$ cat src/rtl/digit_serial_adder_if.sv
// digit_serial_adder_if: operand/result valid-ready handshake bundle
interface digit_serial_adder_if #(parameter int WIDTH = 16);
  logic in_valid;
  logic in_ready;
  logic [WIDTH-1:0] A;
  logic [WIDTH-1:0] B;
  logic Cin;
  logic Sub;
  logic out_valid;
  logic out_ready;
  logic [WIDTH-1:0] S;
  logic Cout;
  logic Ovf;
  modport master(output in_valid, A, B, Cin, Sub, out_ready, input in_ready, out_valid, S, Cout, Ovf);
  modport slave(input in_valid, A, B, Cin, Sub, out_ready, output in_ready, out_valid, S, Cout, Ovf);
endinterface

$ cat src/rtl/digit_serial_adder.sv
// digit_serial_adder: add/subtract WIDTH-bit operands DIGIT bits per clock
module digit_serial_adder #(
  parameter int WIDTH = 16,
  parameter int DIGIT = 4
) (
  input logic clk,
  input logic rst,
  digit_serial_adder_if.slave io
);
  localparam int NDIG = WIDTH / DIGIT;
  localparam int KW = NDIG > 1 ? $clog2(NDIG) : 1;
  typedef enum logic [1:0] {IDLE, RUN, DONE} state_t;
  state_t st_q, st_d;
  logic [WIDTH-1:0] a_q, a_d, b_q, b_d, s_q, s_d;
  logic [KW-1:0] k_q, k_d;
  logic c_q, c_d, cout_q, cout_d, ovf_q, ovf_d;
  logic [DIGIT-1:0] ad, bd;
  logic [DIGIT:0] sum;
  logic last;
  assign io.in_ready = st_q == IDLE && !rst;
  assign io.out_valid = st_q == DONE;
  assign io.S = s_q;
  assign io.Cout = cout_q;
  assign io.Ovf = ovf_q;
  always_comb begin
    ad = a_q[int'(k_q)*DIGIT +: DIGIT];
    bd = b_q[int'(k_q)*DIGIT +: DIGIT];
    sum = {1'b0, ad} + {1'b0, bd} + {{DIGIT{1'b0}}, c_q};
    last = k_q == KW'(NDIG - 1);
    st_d = st_q;
    a_d = a_q;
    b_d = b_q;
    s_d = s_q;
    k_d = k_q;
    c_d = c_q;
    cout_d = cout_q;
    ovf_d = ovf_q;
    if (st_q == IDLE && io.in_valid) begin
      a_d = io.A;
      b_d = io.B ^ {WIDTH{io.Sub}};
      c_d = io.Sub ? 1'b1 : io.Cin;
      k_d = '0;
      st_d = RUN;
    end else if (st_q == RUN) begin
      s_d[int'(k_q)*DIGIT +: DIGIT] = sum[DIGIT-1:0];
      c_d = sum[DIGIT];
      k_d = k_q + KW'(1);
      st_d = last ? DONE : RUN;
      cout_d = last ? sum[DIGIT] : cout_q;
      // carry into the MSB is recovered as a^b^s at that bit
      ovf_d = last ? a_q[WIDTH-1] ^ b_q[WIDTH-1] ^ sum[DIGIT-1] ^ sum[DIGIT] : ovf_q;
    end else if (st_q == DONE && io.out_ready) begin
      st_d = IDLE;
    end
  end
  always_ff @(posedge clk) begin
    if (rst) begin
      st_q <= IDLE;
      a_q <= '0;
      b_q <= '0;
      s_q <= '0;
      k_q <= '0;
      c_q <= 1'b0;
      cout_q <= 1'b0;
      ovf_q <= 1'b0;
    end else begin
      st_q <= st_d;
      a_q <= a_d;
      b_q <= b_d;
      s_q <= s_d;
      k_q <= k_d;
      c_q <= c_d;
      cout_q <= cout_d;
      ovf_q <= ovf_d;
    end
  end
endmodule

$ cat src/flat_wrapper.sv
// flat-port wrapper written by rule: the top's interface ports become plain ports
module digit_serial_adder_flat 
#(
  parameter int WIDTH = 16,
  parameter int DIGIT = 4
)
  (clk, rst, io_in_valid, io_A, io_B, io_Cin, io_Sub, io_out_ready, io_in_ready, io_out_valid, io_S, io_Cout, io_Ovf);
  digit_serial_adder_if #(.WIDTH(WIDTH)) io_i ();
  input logic clk;
  input logic rst;
  input wire logic [$bits(io_i.in_valid)-1:0] io_in_valid;
  input wire logic [$bits(io_i.A)-1:0] io_A;
  input wire logic [$bits(io_i.B)-1:0] io_B;
  input wire logic [$bits(io_i.Cin)-1:0] io_Cin;
  input wire logic [$bits(io_i.Sub)-1:0] io_Sub;
  input wire logic [$bits(io_i.out_ready)-1:0] io_out_ready;
  output wire logic [$bits(io_i.in_ready)-1:0] io_in_ready;
  output wire logic [$bits(io_i.out_valid)-1:0] io_out_valid;
  output wire logic [$bits(io_i.S)-1:0] io_S;
  output wire logic [$bits(io_i.Cout)-1:0] io_Cout;
  output wire logic [$bits(io_i.Ovf)-1:0] io_Ovf;
  assign io_i.in_valid = io_in_valid;
  assign io_i.A = io_A;
  assign io_i.B = io_B;
  assign io_i.Cin = io_Cin;
  assign io_i.Sub = io_Sub;
  assign io_i.out_ready = io_out_ready;
  assign io_in_ready = io_i.in_ready;
  assign io_out_valid = io_i.out_valid;
  assign io_S = io_i.S;
  assign io_Cout = io_i.Cout;
  assign io_Ovf = io_i.Ovf;
  digit_serial_adder #(.WIDTH(WIDTH), .DIGIT(DIGIT)) u_core (.clk(clk), .rst(rst), .io(io_i));
endmodule
$ cat config.mk
export PLATFORM = sky130hd
export DESIGN_NAME = digit_serial_adder_flat
export DESIGN_NICKNAME = d
export VERILOG_FILES = /design/src/rtl/digit_serial_adder_if.sv /design/src/rtl/digit_serial_adder.sv /design/src/flat_wrapper.sv
export SDC_FILE = /design/constraint.sdc
export NUM_CORES = 1
export LEC_CHECK = 0
export BUFFER_PORTS_ARGS = -buffer_cell sky130_fd_sc_hd__buf_2
export CAP_MARGIN = 20
export CORE_UTILIZATION = 35
export DETAILED_ROUTE_END_ITERATION = 12
export PLACE_DENSITY = 0.63
export SYNTH_ARGS = -nofsm -noshare
export SYNTH_HDL_FRONTEND = slang
export SYNTH_SLANG_ARGS = --single-unit
$ cat constraint.sdc
create_clock -name clk -period 7.2 [get_ports clk]
set_input_delay 0.36 -clock clk [delete_from_list [all_inputs] [get_ports clk]]
set_output_delay 0.36 -clock clk [all_outputs]
set_load 0.03 [all_outputs]
# After elaboration in Yosys (flattened, before gate mapping)
# Cells that the tools add are included.
classes:
  addsub: 4
  multipliers: 0
  n_div: 0
  magnitude_cmp: 0
  n_eq_ne: 3
  n_shift: 4
  n_mux: 8
  bitwise: 5
  reduce_logical: 11
ops:
  columns: ["operator", "count"]
  rows:
  - ["4-bit negation with 33-bit output", 1]
  - ["4-bit by 33-bit variable shift with 16-bit output (first input constant)", 1]
  - ["4-bit by 33-bit variable part select with 16-bit output", 1]
  - ["16-bit by 5-bit variable part select with 4-bit output", 2]
  - ["16-bit bitwise mux", 1]
  - ["16-bit bitwise XOR", 1]
  - ["2-bit 2-to-1 mux", 3]
  - ["4-bit by 4-bit adder with 5-bit output", 1]
  - ["5-bit by 1-bit adder with 5-bit output", 1]
  - ["2-bit == test (second input constant)", 2]
  - ["1-bit 2-to-1 mux", 4]
  - ["2-bit nonzero test", 2]
  - ["1-bit logical AND", 3]
  - ["3-bit AND reduction", 1]
  - ["3-bit nonzero test", 1]
  - ["1-bit bitwise XOR", 3]
  - ["2-bit by 1-bit adder with 2-bit output (second input constant)", 1]
  - ["2-bit by 1-bit == test with 1-bit output (second input constant)", 1]
  - ["2-bit logical NOT", 1]
  - ["2-bit AND reduction", 1]
  - ["2-bit OR reduction", 1]
  - ["1-bit logical NOT", 1]
  - ["1-bit inverter", 1]
totals:
  ff_bits: 55
  latchBits: 0
  ramBits: 0
  romBits: 0
  in_bits: 38
  output_inout_bits: 20
  n_memories: 0

# Longest topological paths before layout
depth:
  depth_word: 5
  mapped_depth: 8
  depth_no_buf: 7

# Worst setup path after synthesis
# Ideal clock, no wire load.
synth_timing:
  path_kind: "register -> register"
  start: "reg u_core.k_q[0]"
  end: "reg u_core.ovf_q, in the netlist u_core.io.Ovf"
  setup_time_ps: 117
  t_arrival_ps: 2719
  required_time_ps: 7083
  path_slack_ps: 4364
  stages_incl_launch_ff: 9
  path_buffers: 1
  synth_period_minus_slack_ps: 2836
  path_cell_list: "dfxtp_1 -> buf_4 -> mux4_2 -> fa_1 -> fa_1 -> nand3_1 -> nand3_1 -> a211o_1 -> a32o_1"
synth_between:
  elab_chain_cells: 5
synth_lines:
  columns: ["item", "line_no", "text"]
  rows:
  - ["from (decl)", "digit_serial_adder.sv:15", "logic [KW-1:0] k_q, k_d;"]
  - ["from (signal assigned)", "digit_serial_adder.sv:71", "k_q <= k_d;"]
  - ["16-bit by 5-bit variable part select with 4-bit output (on tied branches)", "digit_serial_adder.sv:26, digit_serial_adder.sv:27", null]
  - ["4-bit by 4-bit adder with 5-bit output", "digit_serial_adder.sv:28", "sum = {1'b0, ad} + {1'b0, bd} + {{DIGIT{1'b0}}, c_q};"]
  - ["5-bit by 1-bit adder with 5-bit output", "digit_serial_adder.sv:28", null]
  - ["1-bit bitwise XOR (2 in series)", "digit_serial_adder.sv:51", "ovf_d = last ? a_q[WIDTH-1] ^ b_q[WIDTH-1] ^ sum[DIGIT-1] ^ sum[DIGIT] : ovf_q;"]
  - ["to (signal assigned)", "digit_serial_adder.sv:74", "ovf_q <= ovf_d;"]
  - ["to (decl)", "digit_serial_adder.sv:16", "logic c_q, c_d, cout_q, cout_d, ovf_q, ovf_d;"]
# Parallel ways exist; a longest one is shown, timed or not.
# A chain may end at the register's enable or synchronous reset.

# Final worst setup path
# Same ends and word-level chain as after synthesis.

==> flow_metrics.env <==
export IMPL_worstSetupPathType="reg -> reg"
export IMPL_finClkSkew_ns=0.00255
export IMPL_cts_hold_buffers=0
export IMPL_post_route_min_period_ns=3.25
export IMPL_synth_area_leaders="dfxtp_1 (42%), mux4_2 (6.9%), nand2_1 (6.2%)"
export IMPL_num_io_pins=58
export IMPL_clk_latency_ns=0.30
export IMPL_global_route_overflow_total=0
export IMPL_syn_avg_cell_area_um2=9.35
export IMPL_io_buffers=57
export IMPL_path_max_fanout=16
export IMPL_initial_core_util_pct=36.2
export IMPL_cp_arrival_ns=3.45
export IMPL_antenna_found_initial=0
export IMPL_vdd_drop_max_mv=0.0856
export IMPL_hpwl_mm=3.89
export IMPL_grt_use_total_pct=15.1
export IMPL_hold_viol_final=0
export IMPL_wl_per_cell_um=12.4
export IMPL_vias=2040
export IMPL_syn_num_nets=328
export IMPL_fin_crit_sh_pct=45.2
export IMPL_yosysSeqAreaShare_pct=42.2
export IMPL_status="finished, final reports clean"
export IMPL_grt_pass1_vias=1919
export IMPL_cp_startpoint="u_core.k_q[0]"
export IMPL_die_y_um=88.3
export IMPL_rsz0062_at_grt="false"
export IMPL_tritoncts="done"
export IMPL_cts_sinks=55
export IMPL_fmax_mhz=308
export IMPL_fin_nets=376
export IMPL_p_per_area_nw_per_um2=212
export IMPL_synthTopCellsByCount="dfxtp_1 (55), nand2_1 (43), nor2_1 (32)"
export IMPL_area_growth_syn_to_layout_pct=16.3
export IMPL_crit_required_ns=7.40
export IMPL_maxCapViolCount=0
export IMPL_fin_hold_ws_ns=0.288
export IMPL_leakage_nw=1.21
export IMPL_ys_types=38
export IMPL_drive_gt1_share_pct=25.4
export IMPL_reg2reg_setup_slack_ns=3.95
export IMPL_grt_max_degree=58
export IMPL_async_flop_share_pct=0
export IMPL_yosysMostFrequentCell="dfxtp_1"
export IMPL_yosys_area_top_type_share_pct=42.2
export IMPL_num_antenna_cells=0
export IMPL_synth_warning_count=0
export IMPL_rows=31
export IMPL_critPathCaptureType="register"
export IMPL_drt_iter0_drc=88
export IMPL_synth_top_flop_cell="dfxtp_1"
export IMPL_grt_pass1_wl_mm=9.09
export IMPL_worstHoldStart="io_A[9]"
export IMPL_tightest_slew_ns=0.812
export IMPL_synthCells=279
export IMPL_clk_pin_slew_ns=0.09
export IMPL_core_area_um2=7210
export IMPL_synth_ff_latch_count=55
export IMPL_drcViolationCount=0
export IMPL_wl_mm=5.29
export IMPL_syn_cell_area_um2=2610
export IMPL_cts_root_buf="clkbuf_8"
export IMPL_reg2reg_from="u_core.k_q[0]"
export IMPL_cts_inserted_buffers=5
export IMPL_setup_viol=0
export IMPL_cp_start_kind="register"
export IMPL_clockBufferDepth=2
export IMPL_worstHoldPathType="in -> reg"
export IMPL_gp_congestion=0.771
export IMPL_htreeDepth=2
export IMPL_die_w_um=88.3
export IMPL_relSlewSlack_pct=45.8
export IMPL_die_area_um2=7800
export IMPL_via_per_inst=4.79
export IMPL_post_cts_setup_buffers=0
export IMPL_cts_resized=0
export IMPL_finalMaxSlewViolations=0
export IMPL_ant_nets=0
export IMPL_synth_enable_flop_cells=0
export IMPL_synth_largest_area_cell="dfxtp_1"
export IMPL_setup_tns_ns=0
export IMPL_first_pass_iters=4
-- metal layers --
metal | vias to the layer above | part of all wire [%] | GRT usage [%] | wire [um]
li1 | 1071 | - | - | -
met1 | 916 | 49 | 20.2 | 2590
met2 | 49 | 46 | 24.3 | 2430
met3 | 4 | 4.0 | 2.89 | 211
met4 | 0 | 1.2 | 5.28 | 64
met5 | - | 0 | 0 | 0
-- flip-flops by register name, summed over array words and instances (netlist names) --
| name | count |
|---|---|
| u_core.io.Ovf | 1 |
| u_core.io.S | 16 |
| u_core.c_q | 1 |
| u_core.k_q | 2 |
| u_core.io.Cout | 1 |
| u_core.a_q | 16 |
| u_core.b_q | 16 |
| u_core.st_q | 2 |
-- cell families (layout without fill, tap and decap cells) --
kind of cell / count (synthesis) / in the layout / synth area share, %
AO/OA/AOI/OAI: 64 / 64 / 16.0
AND/OR/NAND/NOR: 100 / 100 / 18.2
XOR/XNOR: 19 / 19 / 6.38
flip-flops: 55 / 55 / 42.2
multiplexers: 8 / 8 / 6.91
buffers and inverters: 22 / 70 / 4.46
adder cells (fa/ha/maj): 11 / 11 / 5.85
-- cell usage in the layout, fill, tap and decap left out, drive strengths merged, types with 6 or more instances in the layout --
cell type  synthesis  layout
a21oi             27      27
nand2             44      44
clkbuf             9       6
a22oi             12      12
xnor2             17      17
ha                 9       9
mux4               8       8
nor2              32      32
a211oi            18      18
buf                9      59
dfxtp             55      55
-- cell type report --
class / instances / area (um2)
clock buffers: 6 / 72.6
clock inverters: 1 / 30.0
fillers: 757 / 4180
inverters: 4 / 15.0
multi-input cells: 202 / 1390
flip-flops and latches: 55 / 1100
well taps: 99 / 124
repair buffers: 59 / 300
-- stage by stage --
stage	instances	worst slack [ns]	util, %	power (mW)	area (um2)
floorplan	279	4.36	-	0.423	2610
global placement	419	4.02	40.6	0.453	2930
detailed placement	419	3.92	40.6	0.455	2930
CTS	426	3.90	42.1	0.650	3030
global route	426	3.74	42.1	0.677	3030
finish	426	3.95	42.1	0.643	3030
-- critical path: stages, from the launching register on --
cell and delay (ns):
dfxtp_1 0.86, mux4_2 0.62, fa_1 0.45, fa_1 0.42, nand3_1 0.16, nand3_1 0.12
a211o_1 0.27, a32o_1 0.24
-- power breakdown --
group | leakage [nW] | internal (mW) | switching, mW
clock | 0.0513 | 0.102 | 0.0942
sequential | 0.450 | 0.322 | 0.0133
combinational | 0.705 | 0.0484 | 0.0629
-- final timing paths --
path	depth (start not counted)	endpoint
min reg2reg	2	u_core.io.S[3]
max	7	u_core.io.Ovf
max reg2reg	7	u_core.io.Ovf
min	3	u_core.a_q[9]
Power figures use the tool's default switching activity.
